[config.mk]
export PLATFORM = sky130hd
export DESIGN_NAME = mem_stage
export DESIGN_NICKNAME = d
export VERILOG_FILES = /design/src/rtl/mem_stage.sv
export SDC_FILE = /design/constraint.sdc
export NUM_CORES = 1
export LEC_CHECK = 0
export BUFFER_PORTS_ARGS = -buffer_cell sky130_fd_sc_hd__buf_2
export CELL_PAD_IN_SITES_DETAIL_PLACEMENT = 0
export CELL_PAD_IN_SITES_GLOBAL_PLACEMENT = 1
export CORE_MARGIN = 10
export CORE_UTILIZATION = 40
export CTS_BUF_LIST = sky130_fd_sc_hd__clkbuf_2
export DETAILED_ROUTE_END_ITERATION = 10
export PLACE_DENSITY_LB_ADDON = 0.1
export SLEW_MARGIN = 0
export SYNTH_ARGS = -nofsm -noshare
export SYNTH_HDL_FRONTEND = slang
export SYNTH_SLANG_ARGS = --single-unit
[constraint.sdc]
create_clock -name clk -period 3.76 [get_ports clk]
set_input_delay 0.752 -clock clk [delete_from_list [all_inputs] [get_ports clk]]
set_output_delay 0.752 -clock clk [all_outputs]
set_load 0.1 [all_outputs]
[src/rtl/mem_stage.sv]
// Memory-access stage: issues data-memory loads/stores over a req/ack handshake,
// stalls upstream while an access is in flight, and registers the writeback slot.
module mem_stage #(
  parameter int BIT_WIDTH  = 32,
  parameter int REG_ADDR_W = 4,
  parameter int TIMEOUT    = 15
) (
  input  logic                  clk,
  input  logic                  reset,
  input  logic                  inValid,
  input  logic                  regWrEn,
  input  logic                  memWrEn,
  input  logic [1:0]            mulSel,
  input  logic [BIT_WIDTH-1:0]  aluOut,
  input  logic [BIT_WIDTH-1:0]  PC,
  input  logic [BIT_WIDTH-1:0]  storeData,
  input  logic [REG_ADDR_W-1:0] regWrAddr,
  output logic                  stall,
  output logic                  dmemReq,
  output logic                  dmemWe,
  output logic [BIT_WIDTH-1:0]  dmemAddr,
  output logic [BIT_WIDTH-1:0]  dmemWData,
  input  logic                  dmemAck,
  input  logic [BIT_WIDTH-1:0]  dmemRData,
  output logic                  wbValid,
  output logic                  wbRegWrEn,
  output logic [REG_ADDR_W-1:0] wbRegWrAddr,
  output logic [BIT_WIDTH-1:0]  wbData,
  output logic                  memFault
);

  typedef enum logic {S_IDLE = 1'b0, S_WAIT = 1'b1} state_t;

  localparam logic [3:0] LAST_CNT = 4'(TIMEOUT - 1);

  state_t               state;
  logic [3:0]           waitCnt;
  logic                 pendRegWrEn;
  logic [BIT_WIDTH-1:0] pendAlu;
  logic                 memOp;

  function automatic logic [BIT_WIDTH-1:0] wbSelect(
    input logic [1:0]           sel,
    input logic [BIT_WIDTH-1:0] alu,
    input logic [BIT_WIDTH-1:0] pc,
    input logic [BIT_WIDTH-1:0] rdata
  );
    case (sel)
      2'b01:   wbSelect = rdata;
      2'b10:   wbSelect = pc;
      default: wbSelect = alu;
    endcase
  endfunction

  // A store with mulSel==01 is still only a store; memWrEn takes priority.
  assign memOp = inValid & (memWrEn | (mulSel == 2'b01));

  // Stall releases in the ack cycle so upstream advances on the completing edge.
  always_comb begin
    stall = 1'b0;
    if (reset) begin
      if (state == S_IDLE) stall = memOp;
      else                 stall = ~dmemAck;
    end
  end

  always_ff @(posedge clk or negedge reset) begin
    if (!reset) begin
      state       <= S_IDLE;
      waitCnt     <= '0;
      pendRegWrEn <= 1'b0;
      pendAlu     <= '0;
      dmemReq     <= 1'b0;
      dmemWe      <= 1'b0;
      dmemAddr    <= '0;
      dmemWData   <= '0;
      wbValid     <= 1'b0;
      wbRegWrEn   <= 1'b0;
      wbRegWrAddr <= '0;
      wbData      <= '0;
      memFault    <= 1'b0;
    end else begin
      memFault <= 1'b0;
      case (state)
        S_IDLE: begin
          wbRegWrAddr <= regWrAddr;
          if (memOp) begin
            state       <= S_WAIT;
            waitCnt     <= '0;
            dmemReq     <= 1'b1;
            dmemWe      <= memWrEn;
            dmemAddr    <= {aluOut[BIT_WIDTH-1:2], 2'b00};
            dmemWData   <= storeData;
            pendAlu     <= aluOut;
            pendRegWrEn <= regWrEn;
            wbValid     <= 1'b0;
            wbRegWrEn   <= 1'b0;
          end else begin
            wbValid   <= inValid;
            wbRegWrEn <= inValid & regWrEn;
            wbData    <= wbSelect(mulSel, aluOut, PC, dmemRData);
          end
        end
        S_WAIT: begin
          if (dmemAck) begin
            state     <= S_IDLE;
            dmemReq   <= 1'b0;
            wbValid   <= 1'b1;
            wbRegWrEn <= pendRegWrEn;
            wbData    <= dmemWe ? pendAlu : dmemRData;
          end else if (waitCnt == LAST_CNT) begin
            // Abort: the slot is retired without a register write.
            state     <= S_IDLE;
            dmemReq   <= 1'b0;
            wbValid   <= 1'b1;
            wbRegWrEn <= 1'b0;
            memFault  <= 1'b1;
          end else begin
            waitCnt <= waitCnt + 4'd1;
          end
        end
      endcase
    end
  end

endmodule

Yosys cells after proc, flatten, opt, wreduce, memory -nomap -nowiden --
Cells that the tools add are included.
Operators by class: add/subtract/negate cells 1, eq/ne operators 9, muxes and demuxes 29, bitwise gates (word level) 5, reduce and logical (&&, ||, !) cells 4
Operator list (count):
- one-hot mux 32 bit (2 select lines) | 2
- two-way mux 32 bit | 3
- two-way mux 1 bit | 16
- two-way mux 4 bit | 3
- inequality test 2 bit, second input constant | 5
- one-hot mux 1 bit (2 select lines) | 4
- one-hot mux 4 bit (2 select lines) | 1
- AND reduction 2 bit | 3
- adder 4 x 1 -> 4 bit, second input constant | 1
- equality test 4 bit, second input constant | 1
- inequality test 3 x 2 -> 1 bit, second input constant | 1
- AND reduction 3 bit | 1
- AND 1 bit | 2
- equality test 2 x 1 -> 1 bit, second input constant | 1
- equality test 2 bit, second input constant | 1
- inverter 1 bit | 2
- OR 1 bit | 1
Word-level totals: register bits after elaboration 141, input bits 140, output and inout bits 106

Logic depth before layout (Yosys ltp) --
depth in word-level cells 5, depth in mapped cells 8, mapped depth without buffers 5

Worst setup path before layout --
Ideal clock, no wire load.
path type input to output, start point input mulSel[1], end point output stall, arrival time 2701 ps, data required time 3008 ps, path slack 307 ps, stages on the path 7, cell sequence inv_1 > ha_1 > buf_6 > or2_1 > buf_6 > a21oi_4 > nor2b_1
On the way: cells in the longest elaborated chain, start to end 5
RTL lines:
- from (decl) | RTL line 13 | input logic [1:0] mulSel,
- equality test 2 x 1 -> 1 bit | RTL line 56 | assign memOp = inValid & (memWrEn | (mulSel == 2'b01));
- OR 1 bit | RTL line 56
- AND 1 bit | RTL line 56
- two-way mux 1 bit | RTL line 62 | if (state == S_IDLE) stall = memOp;
- two-way mux 1 bit | RTL line 61 | if (reset) begin
- to (decl) | RTL line 18 | output logic stall,
Every way passes these cells.

Final worst setup path --
start point register state, end point output stall
On the way: cells in the longest elaborated chain, start to end 2
RTL lines:
- from (decl) | RTL line 36 | state_t state;
- from (signal assigned) | RTL line 69 | state <= S_IDLE;
- from (signal assigned) | RTL line 88 | state <= S_WAIT;
- from (signal assigned) | RTL line 106 | state <= S_IDLE;
- two-way mux 1 bit | RTL line 62
- two-way mux 1 bit | RTL line 61
Every way passes these cells.

==> impl_metrics.json <==
{
  "status": "finished, final reports clean",
  "cp_data_required_time_ns": 3.01,
  "synth-edff-count": 0,
  "grt_pass1_vias": 5297,
  "wl_um": 19530,
  "cts_tree": "built",
  "slowest_delay_ns": 0.86,
  "pwr-share-seq_pct": 29.6,
  "worst_pin_slew_ns": 0.9909,
  "antenna_found_initial": 2,
  "clk_pin_slew_worst_paths_ns": 0.32,
  "finalHoldViolations": 0,
  "yosys.area.top_type": "dfrtp_1",
  "hp-start": "storeData[20]",
  "gp_congestion": 0.7941,
  "path_cells": "nor2b_4 > a21oi_4 > nor2b_1 > buf_12",
  "leakagePower_uw": 0.003503,
  "p_total_uw": 5793,
  "power.share.switching_pct": 57.92,
  "grt_max_degree": 76,
  "dpl.hpwl_um": 13570,
  "grt_pass1_wl_um": 29570,
  "syn_to_final_growth_pct": 19.81,
  "synthTopCellsByArea": "dfrtp_1 (45%), mux2_2 (19%), a221oi_1 (8.3%)",
  "synthMostInstantiatedCell": "dfrtp_1",
  "ys_types": 33,
  "fin_crit_sh_pct": 82.09,
  "die_y_um": 144.5,
  "drc": 0,
  "clock-root-buffer": "clkbuf_2",
  "synthTopCellsByCount": "dfrtp_1 (111), mux2_2 (102), a221oi_1 (59)",
  "critPathCaptureType": "output port",
  "critPathLaunch": "state",
  "skew_ns": 0.02931,
  "fp.dieArea_um2": 20890,
  "worstPathMaxFanout": 28,
  "grtUsageTotal_pct": 18.17,
  "arrival_ns": 2.33,
  "cts_sinks": 111,
  "rr_endpoint": "waitCnt[3]",
  "clockPowerShare_pct": 10.2,
  "dp_cells": 859,
  "numCtsBuffers": 9,
  "synthCells": 495,
  "drive_above_1_share_pct": 60.70,
  "drv_slew": 0,
  "overflow": 0,
  "ys_seq_elements": 111,
  "min_to": "dmemWData[20]",
  "async_flop_share_pct": 100.0,
  "cap_violations": 0,
  "first_pass_iters": 5,
  "setup_violations": 0,
  "switching_power_uw": 3355,
  "p_comb_share_pct": 60.3,
  "drtIter0Drc": 268,
  "holdCritPathClass": "in -> reg",
  "setup_tns_ns": 0,
  "core-area_um2": 15200,
  "port_buffers": 243,
  "vias": 4857,
  "clock_latency_ns": 0.63,
  "layout_min_cycle_time_ns": 3.087,
  "initial_core_util_pct": 40.80,
  "ys_warn_count": 0,
  "rsz0062_at_grt": "false",
  "critical_path_class": "reg -> out",
  "cp_slowest_cell": "dfrtp_2",
  "slew_headroom_pct": 33.94,
  "final_cells": 877,
  "nets": 827,
  "drtAntennaViolNets": 0,
  "wl_per_cell_um": 22.27,
  "internal_power_uw": 2438,
  "fmax_mhz": 324.0,
  "hold_depth": 2,
  "vdd_drop_max_mv": 0.5118,
  "r2r_cells": 4,
  "rows": 45,
  "start_kind": "flop",
  "viasPerCell": 5.538,
  "ys_seq_area_share_pct": 44.79,
  "pwr_density_cell_nw_per_um2": 779.6,
  "reg2reg_slack_ns": 1.49,
  "syn_area_um2": 6202,
  "synth-main-ff-cell": "dfrtp_1",
  "io_pins": 246,
  "cts_htree_levels": 3,
  "syn_area_per_cell_um2": 12.53,
  "die_w_um": 144.5,
  "synth.top_cell.area_share_pct": 44.79,
  "rr_startpoint": "state",
  "cts_buffer_depth": 2
}
==> cell families (layout without fill, tap and decap cells) <==
group | after synthesis | after routing | share of synthesized area [%]
buf+inv | 116 | 307 | 10.79
compound gates | 140 | 140 | 23.00
flops | 111 | 111 | 44.79
other cells | 1 | 4 | 0.06046
simple gates | 19 | 19 | 1.715
mux | 104 | 104 | 18.84
fa+ha+maj | 4 | 4 | 0.8070
==> what timing repair did <==
action,4_1_cts,5_1_grt
hold buffers,1,0
buffers inserted,0,0
gates resized for setup,0,0
hold endpoints to repair,27,0
==> worst max path at each step <==
stage               endpoint  slack (ns)  cells after the start
floorplan              stall        0.31                      7
global placement       stall        1.07                      7
detailed placement     stall        1.04                      7
CTS                    stall        0.63                      4
global route           stall        0.53                      4
finish                 stall        0.67                      4
==> area by class of cell <==
cell class | instances | area [µm²]
fill | 1398 | 7771
multi-input combinational | 269 | 2784
sequential | 111 | 2780
timing repair buffer | 257 | 1379
tap | 188 | 235.2
inverter | 35 | 131.4
clock inverter | 5 | 66.31
clock buffer | 10 | 50.05
antenna | 2 | 5.005
==> sequential cells by signal, summed over array words and instances, names as in the netlist <==
register / cells
pendAlu: 32
wbRegWrAddr: 4
wbData: 32
dmemWe: 1
memFault: 1
wbRegWrEn: 1
dmemWData: 32
wbValid: 1
state: 1
dmemReq: 1
waitCnt: 4
pendRegWrEn: 1
==> layout by cell type, fill, tap and decap left out, drive strengths merged, types with 2 or more instances in the layout <==
master | synthesis | layout
nor2b | 3 | 3
nand3 | 4 | 4
nor3 | 2 | 2
diode | 0 | 2
buf | 67 | 256
clkbuf | 14 | 10
mux2 | 102 | 102
nor2 | 4 | 4
inv | 35 | 37
mux2i | 2 | 2
nand2b | 3 | 3
ha | 4 | 4
o21ai | 5 | 5
a211o | 32 | 32
conb | 1 | 2
a21oi | 2 | 2
a221oi | 64 | 64
dfrtp | 111 | 111
a2bb2oi | 32 | 32
==> metal layers <==
layer | vias up | GRT usage, % | wire length [µm]
li1 | 2216 | - | -
met1 | 2430 | 20.80 | 7781
met2 | 187 | 30.73 | 9636
met3 | 24 | 7.150 | 1801
met4 | 0 | 5.160 | 307
met5 | - | 0 | 0
==> power by group through the flow <==
stage	logic (µW)	clock network (µW)	registers, µW
after floorplan	1580	0	3160
after global placement	3490	0	1720
after detailed placement	3520	0	1730
after CTS	3520	622	1710
after global routing	3620	668	1750
final	3490	589	1710
==> critical path, delay by kind of cell (launching register included) <==
kind	cells	cell delay [ns]
flops	1	0.86
simple gates	2	0.57
buf+inv	1	0.22
compound gates	1	0.04
==> metrics by stage <==
step,worst slack (ns),cell area [µm²],hold WS (ns),util (%)
floorplan,0.3067,6206,0.4564,-
global placement,1.066,7300,0.4761,48.02
detailed placement,1.039,7300,0.4758,48.02
CTS,0.6271,7426,0.2307,48.85
global route,0.5300,7428,0.2073,48.86
finish,0.6734,7431,0.3196,48.88
Note: power is estimated with default switching activity, not from simulation.
